File: src/rtl/q2_clock_pkg.sv
// Shared types for the q2 clock sequencer: run-state encoding and phase-counter width helper.
// Used by q2_clock_seq_if, q2_button_sync and q2_clock_seq.
package q2_clock_pkg;

    typedef enum logic [1:0] {
        STOPPED  = 2'd0,
        RUNNING  = 2'd1,
        STOPPING = 2'd2
    } q2_state_t;

    // Width of a counter holding 0..nphase-1; never below one bit.
    function automatic int phase_w(input int nphase);
        return (nphase <= 2) ? 1 : $clog2(nphase);
    endfunction

endpackage

File: src/rtl/q2_clock_seq_if.sv
// Control/strobe bundle of the q2 clock sequencer. Optional nstep button under Q2_CLOCK_STEP_EN.
// sc/ws are single-clk enables qualified by clk; there is no valid/ready backpressure on this bundle.
interface q2_clock_seq_if #(
    parameter int DIV_W  = 8,
    parameter int NPHASE = 4
);
    import q2_clock_pkg::*;

    localparam int PH_W = phase_w(NPHASE);

    logic             nstart;
    logic             nstop;
`ifdef Q2_CLOCK_STEP_EN
    logic             nstep;
`endif
    logic             cdiv;
    logic [DIV_W-1:0] div;
    logic             running;
    logic [PH_W-1:0]  phase;
    logic             sc;
    logic             ws;
    q2_state_t        dbg_state;

`ifdef Q2_CLOCK_STEP_EN
    modport master (output nstart, nstop, nstep, cdiv, div,
                    input  running, phase, sc, ws, dbg_state);
    modport slave  (input  nstart, nstop, nstep, cdiv, div,
                    output running, phase, sc, ws, dbg_state);
`else
    modport master (output nstart, nstop, cdiv, div,
                    input  running, phase, sc, ws, dbg_state);
    modport slave  (input  nstart, nstop, cdiv, div,
                    output running, phase, sc, ws, dbg_state);
`endif

endinterface

File: src/rtl/q2_button_sync.sv
// Synchronises one active-low asynchronous button and emits a 1-clk pulse on each press.
// A held button yields a single pulse; the chain resets to the released (high) level.
module q2_button_sync #(
    parameter int SYNC_STAGES = 2
) (
    input  logic clk,
    input  logic rst,
    input  logic btn_n,
    output logic press
);

    logic [SYNC_STAGES-1:0] sync_q;
    logic                   last_q;

    always_ff @(posedge clk or posedge rst) begin
        if (rst) begin
            sync_q <= '1;
            last_q <= 1'b1;
        end else begin
            sync_q <= {sync_q[SYNC_STAGES-2:0], btn_n};
            last_q <= sync_q[SYNC_STAGES-1];
        end
    end

    // Falling edge of the synchronised level is the press.
    assign press = last_q & ~sync_q[SYNC_STAGES-1];

endmodule

File: src/rtl/q2_clock_seq.sv
// Clock sequencer: run/stop FSM, programmable tick divider, phase counter and sc/ws strobes.
// Defining Q2_CLOCK_STEP_EN adds the nstep button (single machine cycle from STOPPED).
module q2_clock_seq
    import q2_clock_pkg::*;
#(
    parameter int DIV_W       = 8,
    parameter int NPHASE      = 4,
    parameter int SYNC_STAGES = 2
) (
    input  logic           clk,
    input  logic           rst,
    q2_clock_seq_if.slave  bus
);

    localparam int PH_W = phase_w(NPHASE);
    localparam logic [PH_W-1:0] LAST_PHASE = PH_W'(NPHASE - 1);

    q2_state_t        state_q, state_d;
    logic [DIV_W-1:0] cnt_q;
    logic [PH_W-1:0]  phase_q;
    logic             sc_q, ws_q;
    logic             start_p, stop_p;
    logic             tick, last_phase;

    q2_button_sync #(.SYNC_STAGES(SYNC_STAGES)) u_start_sync (
        .clk(clk), .rst(rst), .btn_n(bus.nstart), .press(start_p)
    );

    q2_button_sync #(.SYNC_STAGES(SYNC_STAGES)) u_stop_sync (
        .clk(clk), .rst(rst), .btn_n(bus.nstop), .press(stop_p)
    );

`ifdef Q2_CLOCK_STEP_EN
    logic step_p;

    q2_button_sync #(.SYNC_STAGES(SYNC_STAGES)) u_step_sync (
        .clk(clk), .rst(rst), .btn_n(bus.nstep), .press(step_p)
    );
`endif

    assign tick       = (state_q != STOPPED) && (cnt_q == '0);
    assign last_phase = (phase_q == LAST_PHASE);

    // Stop always beats start; STOPPING only retires on the tick that closes the word cycle.
    always_comb begin
        state_d = state_q;
        case (state_q)
            STOPPED: begin
                if (start_p && !stop_p) begin
                    state_d = RUNNING;
                end
`ifdef Q2_CLOCK_STEP_EN
                else if (step_p && !stop_p) begin
                    state_d = STOPPING;
                end
`endif
            end
            RUNNING: begin
                if (stop_p) begin
                    state_d = STOPPING;
                end
            end
            STOPPING: begin
                if (start_p && !stop_p) begin
                    state_d = RUNNING;
                end else if (tick && last_phase) begin
                    state_d = STOPPED;
                end
            end
            default: state_d = STOPPED;
        endcase
    end

    always_ff @(posedge clk or posedge rst) begin
        if (rst) begin
            state_q <= STOPPED;
        end else begin
            state_q <= state_d;
        end
    end

    // div/cdiv are only looked at on reload, so mid-count changes wait for the next tick.
    always_ff @(posedge clk or posedge rst) begin
        if (rst) begin
            cnt_q <= '0;
        end else if (state_q == STOPPED) begin
            cnt_q <= '0;
        end else if (cnt_q == '0) begin
            cnt_q <= bus.cdiv ? bus.div : '0;
        end else begin
            cnt_q <= cnt_q - DIV_W'(1);
        end
    end

    always_ff @(posedge clk or posedge rst) begin
        if (rst) begin
            phase_q <= '0;
            sc_q    <= 1'b0;
            ws_q    <= 1'b0;
        end else begin
            sc_q <= tick;
            ws_q <= tick && last_phase;
            if (tick) begin
                phase_q <= last_phase ? '0 : phase_q + PH_W'(1);
            end
        end
    end

    assign bus.running   = (state_q != STOPPED);
    assign bus.phase     = phase_q;
    assign bus.sc        = sc_q;
    assign bus.ws        = ws_q;
    assign bus.dbg_state = state_q;

endmodule
File: src/flat_wrapper.sv
// flat-port wrapper written by rule: the top's interface ports become plain ports
module q2_clock_seq_flat import q2_clock_pkg::*;
#(
    parameter int DIV_W       = 8,
    parameter int NPHASE      = 4,
    parameter int SYNC_STAGES = 2
)
  (clk, rst, bus_nstart, bus_nstop, bus_cdiv, bus_div, bus_running, bus_phase, bus_sc, bus_ws, bus_dbg_state);
  q2_clock_seq_if #(.DIV_W(DIV_W), .NPHASE(NPHASE)) bus_i ();
  input  logic clk;
  input  logic rst;
  input wire logic [$bits(bus_i.nstart)-1:0] bus_nstart;
  input wire logic [$bits(bus_i.nstop)-1:0] bus_nstop;
  input wire logic [$bits(bus_i.cdiv)-1:0] bus_cdiv;
  input wire logic [$bits(bus_i.div)-1:0] bus_div;
  output wire logic [$bits(bus_i.running)-1:0] bus_running;
  output wire logic [$bits(bus_i.phase)-1:0] bus_phase;
  output wire logic [$bits(bus_i.sc)-1:0] bus_sc;
  output wire logic [$bits(bus_i.ws)-1:0] bus_ws;
  output wire logic [$bits(bus_i.dbg_state)-1:0] bus_dbg_state;
  assign bus_i.nstart = bus_nstart;
  assign bus_i.nstop = bus_nstop;
  assign bus_i.cdiv = bus_cdiv;
  assign bus_i.div = bus_div;
  assign bus_running = bus_i.running;
  assign bus_phase = bus_i.phase;
  assign bus_sc = bus_i.sc;
  assign bus_ws = bus_i.ws;
  assign bus_dbg_state = bus_i.dbg_state;
  q2_clock_seq #(.DIV_W(DIV_W), .NPHASE(NPHASE), .SYNC_STAGES(SYNC_STAGES)) u_core (.clk(clk), .rst(rst), .bus(bus_i));
endmodule
File: config.mk
export PLATFORM = sky130hd
export DESIGN_NAME = q2_clock_seq_flat
export DESIGN_NICKNAME = d
export VERILOG_FILES = /design/src/rtl/q2_clock_pkg.sv /design/src/rtl/q2_clock_seq_if.sv /design/src/rtl/q2_button_sync.sv /design/src/rtl/q2_clock_seq.sv /design/src/flat_wrapper.sv
export SDC_FILE = /design/constraint.sdc
export NUM_CORES = 1
export LEC_CHECK = 0
export ABC_AREA = 1
export BUFFER_PORTS_ARGS = -buffer_cell sky130_fd_sc_hd__buf_2
export CORE_MARGIN = 4
export CORE_UTILIZATION = 34
export DETAILED_ROUTE_END_ITERATION = 10
export MAX_ROUTING_LAYER = met4
export SYNTH_ARGS = -nofsm -noshare
export SYNTH_HDL_FRONTEND = slang
export SYNTH_HIERARCHICAL = 1
export SYNTH_SLANG_ARGS = --single-unit
File: constraint.sdc
create_clock -name clk -period 1.15 [get_ports clk]
set_input_delay 0.0575 -clock clk [delete_from_list [all_inputs] [get_ports clk]]
set_output_delay 0.0575 -clock clk [all_outputs]
set_load 0.03 [all_outputs]
==> results of run 1 <==
layout make-up:
| class | instances | area (sq um) |
|---|---|---|
| well taps | 31 | 38.79 |
| flip-flops and latches | 20 | 514.2 |
| inverters | 23 | 91.34 |
| repair buffers | 37 | 256.5 |
| clock inverters | 1 | 30.03 |
| fillers | 259 | 1371 |
| multi-input cells | 84 | 528.0 |
| clock buffers | 3 | 22.52 |
worst max path at each step:
stage	from	to	slack [ps]	depth (start not counted)
6_report	u_core/cnt_q[2]	u_core/cnt_q[0]	-120	6
5_1_grt	u_core/cnt_q[1]	u_core/cnt_q[0]	-190	7
2_1_floorplan	u_core/cnt_q[3]	u_core/cnt_q[5]	5	5
4_1_cts	u_core/cnt_q[0]	u_core/cnt_q[5]	-60	7
3_3_place_gp	u_core/cnt_q[3]	u_core/cnt_q[7]	-90	6
3_5_place_dp	u_core/cnt_q[3]	u_core/cnt_q[0]	-70	6
metal layers:
metal,vias to the layer above,global-route usage [%]
met5,-,-
met4,0,4.043
met3,2,1.576
met2,12,21.03
met1,433,15.12
li1,470,-
worst reg2reg max path, stage by stage, from the launching register on:
cell,delay (ps)
dfrtp_2,490
nor2_4,160
nand2_4,80
nor2_8,180
inv_4,70
a21oi_2,120
nor2_1,60
timing repair:
item	4_1_cts	5_1_grt
hold buffers	4	0
pin swaps	9	3
hold endpoints to repair	23	0
endpoints found under the setup margin	12	14
buffers inserted	5	1
gates resized for setup	16	10
sequential cells by signal, indices dropped and copies added, names as in the netlist:
register                    count
u_core/u_start_sync/last_q      1
u_core/bus.sc                   1
u_core/cnt_q                    8
u_core/bus.phase                2
u_core/u_stop_sync/sync_q       2
u_core/u_start_sync/sync_q      2
u_core/bus.dbg_state            2
u_core/bus.ws                   1
u_core/u_stop_sync/last_q       1
placed cells by master (no fill, tap or decap), drive strengths merged:
master       netlist  routed
a21oi              7       7
xor2               2       2
dfstp              6       6
nor2              20      20
dlygate4sd3        0       4
nand3              6       6
and2               1       1
buf                1      33
nand4              2       2
xnor2              1       1
bufinv             0       1
nor3               2       2
dfrtp             14      14
ha                 3       3
o21ai              5       5
clkbuf             0       3
nand2             34      34
inv               23      23
o22ai              1       1
through the flow:
step	instances	hold WS (ps)	util, %	cell area (sq um)	setup TNS [ps]
after global routing	199	7.788	51.93	1481	-1501
after floorplan	128	-53.42	-	1074	0
after global placement	185	125.1	44.30	1264	-385.4
final	199	1.372	51.93	1481	-622.0
after detailed placement	185	134.7	44.30	1264	-392.9
after CTS	198	1.086	50.70	1446	-466.3
power groups by stage:
stage	clock [mW]	sequential, mW	combinational [mW]
after floorplan	0	1.19	1.26
after global placement	0	1.06	1.88
after detailed placement	0	1.07	1.88
after CTS	0.585	1.07	2.15
after global routing	0.622	1.09	2.54
final	0.575	1.07	2.28
kinds of logic (layout without fill, tap and decap cells):
logic type      Yosys count  count (layout)  share of synthesized area [%]
compound gates           13              13                          6.264
fa+ha+maj                 3               3                          3.546
simple gates             65              65                          30.97
buf+inv                  24              64                          8.747
flops                    20              20                          47.99
xor+xnor                  3               3                          2.483
==> metrics.txt, run 1 <==
status finished with violations; failing checks negative setup slack; Fmax achieved 790.4 MHz; clock slew at reported path FFs between 100 and 150 ps; vias in the first global route roughly 880; largest area contributor in the netlist dfrtp_1; CTS sink cnt 20; Post-Syn Nets about 140; CP Max Fanout 8; area grow syn2layout 39.95%; GP Congestion about 0.89; Hold EP u_core/cnt_q[1]; Sw Ratio between 40% and 50%; IO Count 20; WP buf/inv 1; Reg2Reg Setup Slack -120 ps; Nets between 150 and 200; worst hold path type in -> reg; Sw Pwr around 1.7 mW; port bufs 19; WL/cell 11.38 microns; critical path's top delay family flip-flops; Congestion Overflow GR 0; Post-Route M1 WL 1031 microns; Hold Path Depth 3; worst vdd ir 1.267 mV; CP Data Arrival Time about 1500 ps; initial antenna violation count 0; fin crit period around 1300 ps; final setup violation count 12; final WL between 2000 and 2500 microns; Post-Synthesis Cells ~130; synth warn 6; fin worst setup slack -115.2 ps; largest cells by area after synthesis dfrtp_1 (33%), dfstp_2 (15%), nand2_1 (10%); Seq pwr share a little over a quarter; clock share of power roughly 15%; met2 WL roughly 1200 microns; mapped cell area between 1000 and 1500 sq um; clk_lat worst skew 300 ps; reg2reg path depth 6; max cap viols 0; Die ar. 4070 sq um; Inserted Clock Buffers 3; combinational power share between 50% and 60%; total power about 3.9 mW; DR top layer met4; Synth top area share approximately 33%; antenna fix cells 0; worst slack at placement -70.87 ps; Int Power roughly 2.2 mW; worst stage delay on the critical path 490 ps; type of origin of the critical path flop; clk_skew between 4 and 5 ps; met3 wire length ~43 microns; Yosys cell types 24; static leakage 0.7718 nW; via count between 900 and 1000; share of layout cells above drive strength 1 between 40% and 50%; drt pass-1 iters 4; Die Wd ~64 microns; Final period util 110.0%; DR vias/cell 4.608; WS Path Type reg -> reg; Synth Register Bits 20; post-DP HPWL 1665 microns; RSZ-0062 raised after global routing true; top cells by count, synth nand2_1 (29), inv_1 (21), dfrtp_1 (14); antenna viol nets, final 0; root buffer cell clkbuf_4; DRC Markers 0; first-pass GRT wire length roughly 4000 microns; worst hold start bus_div[1]; sequential area share after synthesis about 48%; ys async rst share 100.0%; RR Endpoint u_core/cnt_q[0]; CTS tree built; Worst Tran Pin Value ~540 ps; Mean Syn Cell Area 8.270 sq um; P per Cell Area 2651 nW/um^2; Clock Tree Buf Depth 2; H-tree depth 1; Critical Path Sink Type flop; Initial Util between 30 and 40%; Synth Flop Type dfrtp_1; fin. max-slew vios 0; origin of the critical flop-to-flop path u_core/cnt_q[2]; Die H about 64 microns; Req. time, crit path around 1300 ps; EDFF count, synth 0; pin count of the biggest net entering global routing 15; Max transition margin approximately 64%; worst path cell trace nor2_4 -> nand2_4 -> nor2_8 -> inv_4 -> a21oi_2 -> nor2_1; Hold Fails Final Rpt 0; CP max-delay cell dfrtp_2; Starting DRT DRC Count 14; top-count cell post-synth nand2_1; core area between 2000 and 3000 sq um; All-Layer GR Usage 12.35%; Core Rows 19
No activity file was read; power rests on OpenSTA's default activity.
==> run 2: changes to the inputs <==
--- a/config.mk
+++ b/config.mk
@@ -8,9 +8,9 @@
 export ABC_AREA = 1
 export BUFFER_PORTS_ARGS = -buffer_cell sky130_fd_sc_hd__buf_2
 export CORE_MARGIN = 4
-export CORE_UTILIZATION = 34
+export CORE_UTILIZATION = 40
 export DETAILED_ROUTE_END_ITERATION = 10
-export MAX_ROUTING_LAYER = met4
+export PLACE_DENSITY = 0.64
 export SYNTH_ARGS = -nofsm -noshare
 export SYNTH_HDL_FRONTEND = slang
 export SYNTH_HIERARCHICAL = 1
==> metrics.txt, run 2 (synthesis gave the netlist of run 1 again) <==
Starting DRT DRC Count 44 (was 14); DRC Markers 0 (unchanged); clk_skew 2.218 ps (was 4.201 ps); fin worst setup slack -80.39 ps (was -115.2 ps); vias in the first global route 877 (was 881); DR vias/cell 4.584 (was 4.608); Seq. cell area 515.5 sq um (was 514.2 sq um); area grow syn2layout 42.67% (was 39.95%); via count 926 (was 917); fin crit period 1230 ps (was 1265 ps); type of origin of the critical path flop (unchanged); CTS sink cnt 20 (unchanged); share of layout cells above drive strength 1 47.67% (was 45.24%); clock slew at reported path FFs 120 ps (about the same); fin. max-slew vios 0 (unchanged); worst stage delay on the critical path 460 ps (was 490 ps); antenna fix cells 0 (unchanged); origin of the critical flop-to-flop path u_core/cnt_q[2] (unchanged); critical path's top delay family simple AND/OR/NAND/NOR gates (was flip-flops); worst slack at placement -95.42 ps (was -70.87 ps); Inserted Clock Buffers 3 (unchanged); Clock Tree Buf Depth 2 (unchanged); commonest non-fill, non-tap cell in the layout nand2_1 (unchanged); Req. time, crit path 1360 ps (was 1340 ps); Fmax achieved 812.7 MHz (was 790.4 MHz); final core occ 60.41% (was 51.93%); Critical Path Sink Type flop (unchanged); RSZ-0062 raised after global routing true (unchanged); P per Cell Area 2691 nW/um^2 (was 2651 nW/um^2); worst hold start bus_div[3] (was bus_div[1]); All-Layer GR Usage 14.93% (was 12.35%); CP max-delay cell dfrtp_2 (unchanged); worst path cell trace nor2_4 -> nand2_4 -> nor2_8 -> a21oi_1 -> and2_4 (was nor2_4 -> nand2_4 -> nor2_8 -> inv_4 -> a21oi_2 -> nor2_1); GP Congestion 0.9307 (was 0.8893); IO Count 20 (unchanged); max reg flops 8 (unchanged); Max transition margin 63.24% (was 63.63%); commonest non-fill, non-tap cells in the layout nand2_1 (28), inv_1 (18), buf_4 (17) (was nand2_1 (28), inv_1 (19), buf_2 (17)); final WL 2357 microns (was 2264 microns); total power 4.064 mW (was 3.927 mW); WS Path Type reg -> reg (unchanged); pin count of the biggest net entering global routing 15 (unchanged); Fillers 221 (was 259); worst hold path type in -> reg (unchanged); Core Rows 18 (was 19); Worst Tran Pin Value 550.8 ps (was 544.9 ps); Hold EP u_core/cnt_q[3] (was u_core/cnt_q[1]); multi-input logic area 521.8 sq um (was 528.0 sq um); H-tree depth 1 (unchanged); first-pass GRT wire length 3933 microns (was 3919 microns); failing checks negative setup slack (unchanged); post-DP HPWL 1708 microns (was 1665 microns); antenna viol nets, final 0 (unchanged); CP Data Arrival Time 1440 ps (was 1460 ps); WL/cell 11.67 microns (was 11.38 microns); drt pass-1 iters 4 (unchanged); port bufs 19 (unchanged); initial antenna violation count 0 (unchanged); Nets 189 (was 185); clk_lat worst skew 300 ps (about the same); status finished with violations (unchanged); CTS tree built (unchanged); static leakage 0.7799 nW (was 0.7718 nW); Hold Path Depth 5 (was 3); Reg2Reg Setup Slack -80 ps (was -120 ps); Initial Util 42.34% (was 37.11%); Congestion Overflow GR 0 (unchanged); Final period util 107.0% (was 110.0%); final setup TNS -373.1 ps (was -622.0 ps); Biggest register u_core/cnt_q (unchanged); Die H 59.44 microns (was 63.80 microns); max cap viols 0 (unchanged); final setup violation count 10 (was 12); core area 2500 sq um (was 2853 sq um); worst vdd ir 1.954 mV (was 1.267 mV); WP buf/inv 0 (was 1); RR Endpoint u_core/cnt_q[5] (was u_core/cnt_q[0]); Hold Fails Final Rpt 0 (unchanged); Die ar. 3533 sq um (was 4070 sq um); reg2reg path depth 5 (was 6); Die Wd 59.44 microns (was 63.80 microns); CP Max Fanout 8 (unchanged); root buffer cell clkbuf_4 (unchanged)
-- run 2: per-layer routing --
metal  up-vias  part of all wire [%]  track usage, %
li1        478                     -               -
met1       421                    45           19.49
met2        25                    49           24.34
met3         2                   5.9           2.832
met4         0                  0.34           5.502
met5         -                     0               0
-- run 2: worst max-delay path by stage --
stage | depth (start not counted) | from | slack (ps) | end
2_1_floorplan | 5 | u_core/cnt_q[3] | 5 | u_core/cnt_q[5]
3_3_place_gp | 7 | u_core/cnt_q[1] | -90 | u_core/cnt_q[0]
3_5_place_dp | 7 | u_core/cnt_q[1] | -100 | u_core/cnt_q[0]
4_1_cts | 7 | u_core/cnt_q[0] | -80 | u_core/cnt_q[5]
5_1_grt | 7 | u_core/cnt_q[0] | -140 | u_core/cnt_q[0]
6_report | 5 | u_core/cnt_q[2] | -80 | u_core/cnt_q[5]
-- run 2: through the flow --
step	std cells	hold slack (ps)	cell area [sq um]
after global routing	202	62.58	1510
after global placement	186	125.5	1277
after floorplan	128	-53.42	1074
after detailed placement	186	128.3	1277
final	202	48.00	1510
after CTS	201	48.76	1460
-- run 2: power by group --
group / leakage, nW / internal [mW] / switching [mW] / total, mW
Clock: 0.0279 / 0.352 / 0.230 / 0.582
Combinational: 0.513 / 1.07 / 1.35 / 2.42
Sequential: 0.239 / 0.897 / 0.163 / 1.06
Total: 0.780 / 2.32 / 1.74 / 4.06
-- run 2: what timing repair did --
item / CTS / global route
gates cloned: 0 / 0
buffers inserted: 6 / 1
pin swaps: 7 / 7
endpoints found under the hold margin: 24 / 0
gates resized for setup: 9 / 20
hold buffers: 5 / 0
setup endpoints to repair: 12 / 15
-- run 2: area by class of cell --
type                            count  area share (%)
Sequential cell                    20           34.13
Clock buffer                        3           1.491
Clock inverter                      1           1.988
Timing Repair Buffer               41           19.30
Inverter                           23           6.048
Multi-Input combinational cell     84           34.55
Tap cell                           30           2.485
-- run 2: worst reg2reg max path, stage by stage, from the launching register on --
cell,delay [ps]
dfrtp_2,460
nor2_4,170
nand2_4,80
nor2_8,180
a21oi_1,90
and2_4,160
